===== config.mk =====
export PLATFORM = sky130hd
export DESIGN_NAME = hash_iter_engine
export DESIGN_NICKNAME = d
export VERILOG_FILES = /design/src/rtl/hash_pkg.sv /design/src/rtl/hash_round_chain.sv /design/src/rtl/hash_iter_engine.sv
export SDC_FILE = /design/constraint.sdc
export NUM_CORES = 1
export LEC_CHECK = 0
export BUFFER_PORTS_ARGS = -buffer_cell sky130_fd_sc_hd__buf_2
export CELL_PAD_IN_SITES_DETAIL_PLACEMENT = 0
export CELL_PAD_IN_SITES_GLOBAL_PLACEMENT = 2
export CORE_MARGIN = 3
export CORE_UTILIZATION = 30
export CTS_BUF_LIST = sky130_fd_sc_hd__clkbuf_8
export DETAILED_ROUTE_END_ITERATION = 10
export PLACE_DENSITY = 0.87
export REMOVE_ABC_BUFFERS = 1
export SETUP_SLACK_MARGIN = 0.2
export SYNTH_ARGS = -nofsm -noshare
export SYNTH_HDL_FRONTEND = slang
export SYNTH_HIERARCHICAL = 1
export SYNTH_SLANG_ARGS = --single-unit

===== constraint.sdc =====
create_clock -name clk -period 2.5 [get_ports clk]
set_clock_uncertainty 0.05 [all_clocks]
set_input_delay 0.5 -clock clk [delete_from_list [all_inputs] [get_ports clk]]
set_output_delay 0.5 -clock clk [all_outputs]
set_load 0.05 [all_outputs]

===== src/rtl/hash_pkg.sv =====
// Shared types and the S-box / Round step of the light DES-S-box hash.
// The S-box is DES S1 and the Round is a nibble rotation with S-box feedback.
package hash_pkg;

    typedef logic [7:0][3:0] h_state_t;

    typedef enum logic [1:0] {
        IDLE,
        RUN,
        DONE
    } fsm_e;

    // DES S1, addressed as {row[1:0], col[3:0]} with row = {x[5], x[0]} and col = x[4:1].
    localparam logic [3:0] SBOX_TABLE [64] = '{
        4'd14, 4'd4,  4'd13, 4'd1,  4'd2,  4'd15, 4'd11, 4'd8,
        4'd3,  4'd10, 4'd6,  4'd12, 4'd5,  4'd9,  4'd0,  4'd7,
        4'd0,  4'd15, 4'd7,  4'd4,  4'd14, 4'd2,  4'd13, 4'd1,
        4'd10, 4'd6,  4'd12, 4'd11, 4'd9,  4'd5,  4'd3,  4'd8,
        4'd4,  4'd1,  4'd14, 4'd8,  4'd13, 4'd6,  4'd2,  4'd11,
        4'd15, 4'd12, 4'd9,  4'd7,  4'd3,  4'd10, 4'd5,  4'd0,
        4'd15, 4'd12, 4'd8,  4'd2,  4'd4,  4'd9,  4'd1,  4'd7,
        4'd5,  4'd11, 4'd3,  4'd14, 4'd10, 4'd0,  4'd6,  4'd13
    };

    function automatic logic [5:0] m6_of(input logic [7:0] m);
        return {m[5], m[7] ^ m[2], m[3], m[0], m[4] ^ m[1], m[6]};
    endfunction

    function automatic logic [3:0] sbox_lookup(input logic [5:0] x);
        return SBOX_TABLE[{x[5], x[0], x[4:1]}];
    endfunction

    // Nibbles shift up one place; the new nibble 0 mixes the outgoing nibble 7,
    // the S-box value and nibble 3 rotated left by one bit.
    function automatic h_state_t round_step(input logic [3:0] s, input h_state_t h);
        h_state_t r;
        r[7:1] = h[6:0];
        r[0]   = h[7] ^ s ^ {h[3][2:0], h[3][3]};
        return r;
    endfunction

endpackage


===== src/rtl/hash_round_chain.sv =====
// N Round steps chained combinationally, all sharing one registered S-box value.
module hash_round_chain
    import hash_pkg::*;
#(
    parameter int N = 1
) (
    input  logic [3:0] sbox_val,
    input  h_state_t   h_in,
    output h_state_t   h_out
);

    h_state_t stage [N+1];

    assign stage[0] = h_in;

    for (genvar g = 0; g < N; g++) begin : g_round
        assign stage[g+1] = round_step(sbox_val, stage[g]);
    end

    assign h_out = stage[N];

endmodule


===== src/rtl/hash_iter_engine.sv =====
// Byte-streaming hash-iteration engine: ROUNDS Round steps per byte, ROUNDS_PER_CYCLE per clock.
// Optional feature macro HASH_ITER_CNT_EN adds the saturating byte_cnt output.
module hash_iter_engine
    import hash_pkg::*;
#(
    parameter int          ROUNDS           = 4,
    parameter int          ROUNDS_PER_CYCLE = 1,
    parameter logic [31:0] H_INIT           = 32'h0
) (
    input  logic        clk,
    input  logic        rst,
    input  logic        in_valid,
    output logic        in_ready,
    input  logic [7:0]  in_data,
    input  logic        in_first,
    input  logic        in_last,
    output logic        out_valid,
    input  logic        out_ready,
    output h_state_t    out_digest,
    output logic        busy
`ifdef HASH_ITER_CNT_EN
    ,
    output logic [15:0] byte_cnt
`endif
);

    localparam int CNT_W = $clog2(ROUNDS + 1);

    if (ROUNDS < 1 || ROUNDS_PER_CYCLE < 1 ||
        (ROUNDS % ((ROUNDS_PER_CYCLE < 1) ? 1 : ROUNDS_PER_CYCLE)) != 0) begin : g_bad_params
        $error("hash_iter_engine: ROUNDS must be a positive multiple of ROUNDS_PER_CYCLE");
    end

    fsm_e             state_q, state_d;
    h_state_t         h_q, h_next;
    logic [3:0]       sbox_q;
    logic             last_q;
    logic [CNT_W-1:0] round_cnt_q;
    logic             accept;
    logic             run_end;

    assign accept  = in_valid && in_ready;
    assign run_end = (int'(round_cnt_q) + ROUNDS_PER_CYCLE) >= ROUNDS;

    hash_round_chain #(.N(ROUNDS_PER_CYCLE)) u_chain (
        .sbox_val (sbox_q),
        .h_in     (h_q),
        .h_out    (h_next)
    );

    always_ff @(posedge clk) begin
        if (rst) state_q <= IDLE;
        else     state_q <= state_d;
    end

    // NOTE: every output of this block is given a default first so no path leaves one unassigned (no latch).
    always_comb begin
        state_d    = state_q;
        in_ready   = 1'b0;
        out_valid  = 1'b0;
        out_digest = '0;
        busy       = (state_q != IDLE);
        case (state_q)
            IDLE: begin
                in_ready = 1'b1;
                if (in_valid) state_d = RUN;
            end
            RUN: begin
                if (run_end) state_d = last_q ? DONE : IDLE;
            end
            DONE: begin
                out_valid  = 1'b1;
                out_digest = h_q;
                if (out_ready) state_d = IDLE;
            end
            default: state_d = IDLE;
        endcase
    end

    // NOTE: sequential state uses non-blocking assignments only, so every register samples pre-edge values.
    always_ff @(posedge clk) begin
        if (rst) begin
            h_q         <= h_state_t'(H_INIT);
            sbox_q      <= '0;
            last_q      <= 1'b0;
            round_cnt_q <= '0;
        end else begin
            case (state_q)
                IDLE: begin
                    if (accept) begin
                        sbox_q      <= sbox_lookup(m6_of(in_data));
                        last_q      <= in_last;
                        round_cnt_q <= '0;
                        if (in_first) h_q <= h_state_t'(H_INIT);
                    end
                end
                RUN: begin
                    h_q         <= h_next;
                    round_cnt_q <= round_cnt_q + CNT_W'(ROUNDS_PER_CYCLE);
                end
                DONE: begin
                    if (out_ready) h_q <= h_state_t'(H_INIT);
                end
                default: ;
            endcase
        end
    end

`ifdef HASH_ITER_CNT_EN
    always_ff @(posedge clk) begin
        if (rst) begin
            byte_cnt <= '0;
        end else if (accept) begin
            if (in_first)                 byte_cnt <= 16'd1;
            else if (byte_cnt != 16'hFFFF) byte_cnt <= byte_cnt + 16'd1;
        end else if (state_q == DONE && out_ready) begin
            byte_cnt <= '0;
        end
    end
`endif

endmodule


==> metrics.txt <==
status=finished, final reports clean; Gate power share=0.293; Hold Path End=last_q; # port buffers=48; Seq pwr share=0.403; Starting Density=0.313; Stages on worst setup path=8; Yosys warnings=6; post-cts hold buffer count=0; count leader, synth=nand2_1; Std-Cell Rows=35; number of global-route vias before repair=2524; final setup fails=0; Synth area leaders=dfxtp_1 29%, a21oi_1 8.1%, buf_4 7.5%; # diodes=0; Commonest cells post-synth=51 x nand2_1, 47 x a21oi_1, 42 x dfxtp_1; clk_lat worst skew=approximately 290 ps; post-synthesis sequential area ratio=0.288; Peak supply drop=~0.00022 V; initial DRC count=189; H-Tree Depth=2; Arr. time, crit path=approximately 2300 ps; switch share=0.331; largest net degree at the start of global routing=43; Final ANT Viol Nets=0; Tmin final=2180 ps; chip width=about 100 µm; Slowest-stage cell, CP=a2111oi_0; hold path depth=3; Sw Pwr=roughly 0.58 mW; Tcrit/Tclk final=0.874; Tot Pwr=1.74 mW; post-DP HPWL=between 4000 and 5000 µm; fin. max-slew vios=0; PwrDens=roughly 540 nW/µm²; CTS clk-pin slew, worst paths=roughly 80 ps; clk buf depth=2; Congestion Overflow GR=0; FF-to-FF setup slack=470 ps; clock sinks=42; largest fanout on the critical path=8; Post-synth ARST share=0; worst-path cell chain=buf_2, xor2_2, buf_4, ha_1, nor2_1, a2111oi_0, and4b_1, a2111oi_2; worst stage delay on the critical path=400 ps; detailed-route wire length=6880 µm; drt pass-1 iters=4; Yosys top cell by area=dfxtp_1; Clk network pwr share=0.304; cell count after synthesis=between 300 and 400; Max-cap violations=0; Largest delay share family, worst path=compound AO/OA/AOI/OAI gates; Bufs and invs on worst path=2; vias per cell=4.92; CP Launch Type=input pin; Rel. slew slack=0.459; global-route wire length before repair=about 12000 µm; reg2reg end=h_q[12]; IO Pins=49; average size of a mapped cell=just under 8 µm²; die height=105 µm; TritonCTS clock tree=built; CTS root buf=clkbuf_8; CP required=2640 ps; CTS buffer count=5; Top FF cell, synth=dfxtp_1; Crit Path Category=input pin to register; post-route insts no fill=slightly above 500; placed insts=about 500; initial antenna violation count=0; Post-synth EDFFs=0; Worst Tran Pin Value=about 810 ps; Final nets=around 410; R2R depth=8; Die ar.=between 10000 and 15000 µm²; routability congestion estimate=roughly 0.8; GRT Total Usage=0.127; Reg2Reg Launch Point=state_q[0]; RSZ-0062 raised after global routing=no; vias=approximately 2500; area of the core=around 9300 µm²; Synth top area share=0.288; drt wl/cell=~13 µm; Hold Fails Final Rpt=0; layout cells sized above 1=0.231; Leak=1.32 nW; Int Power=1.17 mW; final core occ=0.344; CP Capture Type=register; Non-Filler Cell Area, Final=3210 µm²; HP Start=in_last; Worst Hold Class=input pin to register; FF+latch count, synth=between 40 and 50; Yosys cell types=52; # DRC=0; Netlist Area Pre-Place=a little under 3000 µm²; max frequency=~460 MHz; DP Area=a little over 3000 µm²; Layout area overhead=10.0%
-- per-layer routing --
| metal | GRT usage | up-vias | routed length (µm) |
|---|---|---|---|
| met1 | 0.168 | 1200 | 3170 |
| met2 | 0.206 | 65 | 3240 |
| met5 | 0 | - | 0 |
| met3 | 0.0272 | 6 | 382 |
| met4 | 0.0431 | 0 | 91 |
| li1 | - | 1275 | - |
-- what timing repair did --
action                                  in CTS  in global routing
endpoints found under the hold margin        0                  0
endpoints found under the setup margin       0                  6
gates resized for setup                      0                  1
setup buffers                                0                  0
-- state kept, by name, summed over array words and instances, names as in the netlist --
signal / flops
last_q: 1
h_q: 32
round_cnt_q: 3
sbox_q: 4
state_q: 2
-- how the worst max path moves through the flow --
stage / start / end
floorplan: state_q[0] / h_q[0]
global placement: in_data[1] / sbox_q[0]
detailed placement: in_data[1] / sbox_q[3]
CTS: state_q[0] / out_digest[29]
global route: in_data[1] / sbox_q[3]
finish: in_data[1] / sbox_q[3]
-- layout by cell type (no fill, tap or decap), types with 3 or more instances in the layout --
master     n
a211o_1    4
a21oi_1   47
and2_1    32
buf_2     48
buf_4     15
clkbuf_8   5
dfxtp_1   42
ha_1      12
inv_1      6
inv_2      3
mux2i_1    4
nand2_1   51
nand2b_1   3
nand3_1   38
nor2_1    17
nor2_2     3
nor3_1     3
o21ai_0    7
xor3_1     4
-- power by group through the flow --
stage / Combinational [mW] / Sequential (mW) / Clock [mW]
global route: 0.564 / 0.706 / 0.578
CTS: 0.512 / 0.703 / 0.549
global placement: 0.507 / 0.718 / 0
detailed placement: 0.511 / 0.719 / 0
finish: 0.511 / 0.702 / 0.529
floorplan: 0.334 / 0.713 / 0
-- worst register-to-register path, stage by stage (launching register included) --
cell and delay [ps]:
dfxtp_1 360, inv_1 70, ha_1 270, and2_2 280, a22oi_1 240, or2_1 130
buf_4 310, nand2_1 110, a21oi_1 130
-- cell families (layout without fill, tap and decap cells) --
| logic type | count (synthesis) | count (layout) | synth area share |
|---|---|---|---|
| AOI/OAI and AO/OA | 80 | 80 | 0.172 |
| xor gates and xnor gates | 9 | 9 | 0.0553 |
| adders and majority gates | 13 | 13 | 0.0549 |
| buffers and inverters | 64 | 80 | 0.126 |
| DFF | 42 | 42 | 0.288 |
| muxes | 8 | 8 | 0.0420 |
| and+or+nand+nor | 157 | 157 | 0.262 |
-- area by class of cell --
class / instances / area (µm²)
inverter: 9 / 33.8
tap: 129 / 161
sequential: 42 / 841
clock inverter: 3 / 40.0
multi-input combinational: 267 / 1710
timing repair buffer: 63 / 353
fill: 1009 / 6120
clock buffer: 5 / 68.8
-- per-stage QoR --
| stage | hold slack (ps) | setup WS [ps] | setup TNS [ps] |
|---|---|---|---|
| 2_1_floorplan | 381 | -329 | -10520 |
| 3_3_place_gp | 396 | 102 | 0 |
| 4_1_cts | 390 | 327 | 0 |
| 5_1_grt | 420 | 220 | 0 |
| 3_5_place_dp | 404 | 34.4 | 0 |
| 6_report | 400 | 316 | 0 |
No activity file was read; power rests on OpenSTA's default activity.
